<file path="src/rtl/store_buffer.sv">
`default_nettype none
// ============================================================================
//  Module      : store_buffer
//  Description : Posted-write FIFO between EX/MEM and the data memory write
//                port. Buffers word/byte stores in program order, retires one
//                store per granted cycle, and stalls loads whose byte range
//                overlaps any pending store.
//  Revision    : 1.0 - initial release
// ============================================================================
module store_buffer #(
    parameter int DEPTH = 4,
    parameter int PTR_W = 2
) (
    input  logic             clk,
    input  logic             rst_n,

    // Store request from EX/MEM
    input  logic             st_valid,
    input  logic [31:0]      st_addr,
    input  logic [31:0]      st_data,
    input  logic             st_byte,
    output logic             st_ready,

    // Load hazard check in MEM
    input  logic             ld_valid,
    input  logic [31:0]      ld_addr,
    input  logic             ld_byte,
    output logic             ld_stall,

    // Memory write port
    input  logic             drain_en,
    output logic             mem_write_en,
    output logic [31:0]      mem_write_addr,
    output logic [31:0]      mem_write_data,
    output logic             mem_as_byte,

    // Status
    output logic             empty,
    output logic [PTR_W:0]   count
);

    localparam logic [PTR_W:0]   c_full    = DEPTH[PTR_W:0];
    localparam logic [PTR_W:0]   c_cnt_one = {{PTR_W{1'b0}}, 1'b1};
    localparam logic [PTR_W-1:0] c_ptr_one = {{(PTR_W-1){1'b0}}, 1'b1};
    localparam logic [32:0]      c_word_ext = 33'd3;
    localparam logic [32:0]      c_byte_ext = 33'd0;

    // Entry storage
    logic [31:0]      r_addr [DEPTH];
    logic [31:0]      r_data [DEPTH];
    logic [DEPTH-1:0] r_byte;
    logic [DEPTH-1:0] r_valid;

    logic [PTR_W-1:0] r_wr_ptr;
    logic [PTR_W-1:0] r_rd_ptr;
    logic [PTR_W:0]   r_count;

    logic             w_push;
    logic             w_pop;
    logic             w_empty;
    logic [DEPTH-1:0] w_hit;
    logic [32:0]      w_ld_lo;
    logic [32:0]      w_ld_hi;

    // Handshake and status decode. A full buffer never accepts, even when
    // the head is popping in the same cycle.
    assign w_empty  = (r_count == '0);
    assign st_ready = (r_count != c_full);
    assign w_push   = st_valid && st_ready;
    assign w_pop    = drain_en && !w_empty;

    assign empty    = w_empty;
    assign count    = r_count;

    // Head entry drives the memory port; fields hold (not X) while empty.
    assign mem_write_en   = w_pop;
    assign mem_write_addr = r_addr[r_rd_ptr];
    assign mem_write_data = r_data[r_rd_ptr];
    assign mem_as_byte    = r_byte[r_rd_ptr];

    // Load byte range, widened to 33 bits so the top-of-memory word does
    // not wrap around to address 0.
    assign w_ld_lo = {1'b0, ld_addr};
    assign w_ld_hi = w_ld_lo + (ld_byte ? c_byte_ext : c_word_ext);

    // Per-entry overlap compare against the load range.
    generate
        for (genvar i = 0; i < DEPTH; i++) begin : g_cmp
            logic [32:0] w_s_lo;
            logic [32:0] w_s_hi;
            assign w_s_lo   = {1'b0, r_addr[i]};
            assign w_s_hi   = w_s_lo + (r_byte[i] ? c_byte_ext : c_word_ext);
            assign w_hit[i] = r_valid[i] && (w_s_lo <= w_ld_hi) && (w_ld_lo <= w_s_hi);
        end
    endgenerate

    // Compare uses only entries present before this edge, so a store pushed
    // alongside the load never stalls it.
    assign ld_stall = ld_valid && (|w_hit);

    // Entry payload and valid-bit update on push/pop.
    always_ff @(posedge clk or negedge rst_n) begin
        if (!rst_n) begin
            for (int i = 0; i < DEPTH; i++) begin
                r_addr[i] <= '0;
                r_data[i] <= '0;
            end
            r_byte  <= '0;
            r_valid <= '0;
        end else begin
            if (w_pop) begin
                r_valid[r_rd_ptr] <= 1'b0;
            end
            if (w_push) begin
                r_addr[r_wr_ptr]  <= st_addr;
                r_data[r_wr_ptr]  <= st_data;
                r_byte[r_wr_ptr]  <= st_byte;
                r_valid[r_wr_ptr] <= 1'b1;
            end
        end
    end

    // Pointer and occupancy bookkeeping; pointers wrap modulo DEPTH.
    always_ff @(posedge clk or negedge rst_n) begin
        if (!rst_n) begin
            r_wr_ptr <= '0;
            r_rd_ptr <= '0;
            r_count  <= '0;
        end else begin
            if (w_push) begin
                r_wr_ptr <= r_wr_ptr + c_ptr_one;
            end
            if (w_pop) begin
                r_rd_ptr <= r_rd_ptr + c_ptr_one;
            end
            case ({w_push, w_pop})
                2'b10:   r_count <= r_count + c_cnt_one;
                2'b01:   r_count <= r_count - c_cnt_one;
                default: r_count <= r_count;
            endcase
        end
    end

endmodule
`default_nettype wire

</file>
<file path="config.mk">
export PLATFORM = sky130hd
export DESIGN_NAME = store_buffer
export DESIGN_NICKNAME = d
export VERILOG_FILES = /design/src/rtl/store_buffer.sv
export SDC_FILE = /design/constraint.sdc
export NUM_CORES = 1
export LEC_CHECK = 0
export ABC_AREA = 0
export CAP_MARGIN = 30
export CORE_AREA = 2 2 201 203
export CTS_BUF_LIST = sky130_fd_sc_hd__clkbuf_4 sky130_fd_sc_hd__clkbuf_8
export DETAILED_ROUTE_END_ITERATION = 6
export DIE_AREA = 0 0 203 205
export HOLD_SLACK_MARGIN = 0.1
export PLACE_DENSITY = 0.78
export SYNTH_ARGS = -nofsm -noshare
export SYNTH_HDL_FRONTEND = slang
export SYNTH_SLANG_ARGS = --single-unit
</file>
<file path="constraint.sdc">
create_clock -name clk -period 15.6 [get_ports clk]
set_clock_uncertainty 0.1 [all_clocks]
set_input_delay 3.12 -clock clk [delete_from_list [all_inputs] [get_ports clk]]
set_output_delay 3.12 -clock clk [all_outputs]
set_load 0.02 [all_outputs]
</file>
After elaboration in Yosys (flattened, before gate mapping)
Index checks and enable logic that the tools add are counted.

word-level totals
  output and inout bits = 72
  logic and storage cells = 88
  flip-flop bits (word level) = 271
  input port bits = 103

operators by class
  $lt $le $gt $ge = 15
  multiplexer cells = 25
  bitwise gates (word level) = 5
  equal/unequal tests = 3
  $add $sub $neg = 9
  reduce and logical (&&, ||, !) cells = 18

operators by type and width
  cell                   number
  $le A32 B33 Y1         8
  $bwmux W128            2
  $add A32 B2 Y33        5
  $mux W32               5
  $bmux W32 S2           2
  $demux W32 S2          1
  $logic_and A1 B1 Y1    14
  $mux W2                5
  $mux W4                2
  $ge A3 B3 Y1 const B   2
  $lt A2 B3 Y1 const B   2
  $not A2 Y3             2
  $pmux W3 S2            1
  $add A2 B1 Y2 const B  2
  $and A4 B4 Y4          1
  $bwmux W4              1
  $demux W1 S2           2
  $ge A2 B1 Y1 const B   2
  $not A4 Y4             1
  $or A4 B4 Y4           1
  $reduce_or A4 Y1       1
  $add A3 B1 Y3 const B  1
  $logic_not A3 Y1       1
  $lt A3 B1 Y1 const B   1
  8 further kinds        10

Longest topological paths before layout
  word-level depth = 9
  depth in mapped cells = 18
  mapped depth without buffers = 18

Least setup slack after synthesis
OpenSTA, ideal clock, no wires.

  kind = input -> output
  start point = input port ld_byte
  end point = output port ld_stall
  data arrival time = 6563 ps
  stages = 17
  data required time = 12380 ps
  setup slack = 5817 ps
  buffers on the path = 1
  cells stage by stage = inv_1 ha_1 fa_1 and4_1 clkbuf_1 and2_1 and3_1 nand3_1 xor2_1 ha_1 nand4_1 nor2_1 a221o_1 a211o_1 o31ai_1 a32oi_1 a31oi_1

between the ends
  cells in the longest elaborated chain, start to end = 7
  elaborated cells between the ends (all ways) = 16
  classes of those cells = add/sub: 1; order compare: 4; mux: 1; reduce/logical: 10

RTL lines
  element                           line  source
  start, declared                   27    input logic ld_byte,
  $mux W2 (*)                       84    assign w_ld_hi = w_ld_lo + (ld_byte ? c_byte_ext : c_word_ext);
  $add A32 B2 Y33 (*)               84
  $le A32 B33 Y1                    93    assign w_hit[i] = r_valid[i] && (w_s_lo <= w_ld_hi) && (w_ld_lo <= w_s_hi);
  $logic_and A1 B1 Y1 (2 in a row)  93
  $reduce_or A4 Y1 (*)              99    assign ld_stall = ld_valid && (|w_hit);
  $logic_and A1 B1 Y1 (*)           99
  end, declared                     28    output logic ld_stall,

Every way passes the cells marked *; elsewhere a longest branch is shown, timed or not.

Worst setup path after layout
  start point = input port ld_addr[1]
  end point = output port ld_stall

between the ends
  cells in the longest elaborated chain, start to end = 6
  elaborated cells between the ends (all ways) = 19
  classes of those cells = add/sub: 1; order compare: 8; reduce/logical: 10

RTL lines
  element                           line  source
  start, declared                   26    input logic [31:0] ld_addr,
  $add A32 B2 Y33                   84
  $le A32 B33 Y1                    93
  $logic_and A1 B1 Y1 (2 in a row)  93
  $reduce_or A4 Y1 (*)              99
  $logic_and A1 B1 Y1 (*)           99

Marks and branches as above.

==> out/results.ini <==
[run_status]
outcome=completed

[timing]
slew_headroom_pct=29.04
worst_slew_pin_slew_ps=1038
finalSetupTns_ps=0
slew_viol_final=0
finalHoldViolCount=0
rsz0062_at_grt=false
setup_violations=0
post-route-period-util_pct=73.44
holdWs_ps=389.8
fmax_mhz=87.28
period_needed_ps=11460

[drt]
first_pass_iters=5
drt-initial-drc-count=898
drcViolationCount=0
postRouteAntennaNets=0
num_vias=15880
drt-total-wl_mm=59.48
routedWlPerCell_um=23.24
viasPerCell=6.202

[clock_tree]
cts.sinks=271
htree_num_levels=2
clkLatencyLatePin_ps=640
hold_buffers=0
cts_tree=yes
cts_setup_buffers=0
cts.clk_slew.worst_paths_ps=60
cts-root-buf=clkbuf_8
clockBufferDepth=3
cts_buffers=45
cts_resized=0

[synth]
ys_seq_elements=271
synth_cell_types=70
synth_async_sr_flop_share_pct=100.0
synth-seq-area-share_pct=33.34
synthesis.area_um2=20340
synth_edf_count=0
synth_flop_cell=dfrtp_1
syn_nets=2202
syn_avg_cell_area_um2=11.19
yosys_warnings=0
syn_inst=1818

[critical_path]
required_ps=12380
endpoint_kind=primary output
cp_max_fo=6
critPathLaunchType=input pin
critPathKind=input pin to primary output
arrival_ps=8240

[floorplanning]
dieHeight_um=205
start_util_pct=51.68
core_um2=39370
ios=175
dieArea_um2=41620
die_x_um=203
core.rowCount=73

[place]
hpwlAfterDp_mm=45.51
dp.cells=2481
place_congestion=0.9612
place.port_buffers=174

[pwr]
p_leak_nw=9.960
vdd_ir_drop_max_mv=0.1497
p_per_area_nw_per_um2=213.6

[global_route]
gr-usage-all-layers_pct=29.22
first_global_vias=16640
grt_pass1_wl_mm=93.57
gr-total-overflow=0
antenna_found_initial=1
grt_max_degree=181

[worst_hold_path]
min_path_type=flip-flop to flip-flop

[cells_and_area]
areaGrowthSynthToFinish_pct=16.42
final_common_cell=ha_1
nets=2388
drive_gt1_share_pct=21.58
utilization_pct=60.16
fill_cells=3200
final_cell_count_no_fill=2560
final_cell_mix=ha_1, dfrtp_1, mux2_2

[job]
drv_cap=0

## Yosys cell counts, types with 10 or more instances
library cell	instances	area (um2)
nor3_1	22	110.1
and3_1	23	143.9
nand2_1	136	510.5
nor2_1	56	210.2
buf_2	34	170.2
a211oi_1	10	75.07
a21o_1	19	142.6
nor2b_1	11	68.82
mux2_2	260	2928
nand4_1	75	469.2
xnor2_1	50	437.9
ha_1	275	3441
inv_1	41	153.9
and2_1	13	81.33
and4_1	20	175.2
dfrtp_1	271	6782
mux4_2	63	1419
xor2_1	105	919.6
o21ai_0	39	195.2
a21oi_1	100	500.5
nand3_1	82	410.4
## path summary, 6_finish.rpt
check                             from                  end  slack [ps]  depth (start not counted)
max in group asynchronous        rst_n          r_data[123]       11540                          2
min reg2reg                 r_valid[3]           r_valid[3]         390                          2
max                         ld_addr[1]             ld_stall        4140                         17
max reg2reg                r_rd_ptr[1]          r_rd_ptr[1]       13290                          5
min in group asynchronous        rst_n  g_cmp[3].w_s_lo[10]        2370                          1
min                         r_valid[3]           r_valid[3]         390                          2
## layout make-up
cell class / count / area, um2 / share of cell area, %
diodes: 1 / 2.502 / 0.01057
clock buffers: 68 / 848.3 / 3.582
clock inverters: 9 / 67.56 / 0.2853
inverters: 41 / 153.9 / 0.6498
multi-input cells: 1459 / 13220 / 55.80
flip-flops and latches: 271 / 6787 / 28.66
well taps: 525 / 656.9 / 2.774
repair buffers: 186 / 1952 / 8.242
## layer usage
metal  track usage, %  part of all wire (%)  up-vias  routed length [um]
met5                0                     0        -                   0
met4            13.56                   4.4        0                2625
met3            6.968                   7.9      178                4707
met2            48.19                    47      516               28020
met1            36.40                    41     7934               24130
li1                 -                     -     7250                   -
## sequential cells by signal, indices dropped and copies added (netlist names)
register / count
count: 3
r_rd_ptr: 2
r_byte: 4
r_valid: 4
g_cmp.w_s_lo: 128
r_wr_ptr: 2
r_data: 128
## report_power, final
part	switching (mW)	internal, mW
clock network	0.302	0.349
logic	1.33	1.47
registers	0.538	1.07
## through the flow
stage | total power, mW | instance area (um2) | setup WS (ps)
after floorplan | 3.305 | 20340 | 5817
after CTS | 5.073 | 23680 | 4103
after global placement | 4.267 | 22610 | 4213
after global routing | 5.430 | 23680 | 3826
after detailed placement | 4.397 | 22760 | 4144
final | 5.058 | 23680 | 4143
## critical path, cell delays in order
cell and delay (ps):
clkdlybuf4s50_1 580, ha_1 360, a21o_1 140, nand4_1 190, nor4_2 510, nand2_1 160, nor2_1 300, nand3_1 130
xor2_1 380, ha_1 320, nand3_1 150, a21oi_1 60, or4b_2 630, nor3_1 190, o32ai_1 110, a31oi_1 190
clkdlybuf4s50_1 710
## cell families (layout without fill, tap and decap cells)
family | Yosys count | after routing | share of synthesized area (%)
adder cells (fa/ha/maj) | 281 | 281 | 17.50
flip-flops | 271 | 271 | 33.34
AND/OR/NAND/NOR | 482 | 482 | 12.62
AO/OA/AOI/OAI | 216 | 216 | 6.390
XOR/XNOR | 155 | 155 | 6.673
buffers and inverters | 88 | 304 | 1.851
multiplexers | 325 | 325 | 21.62
other | 0 | 1 | 0
Power figures use the tool's default switching activity.
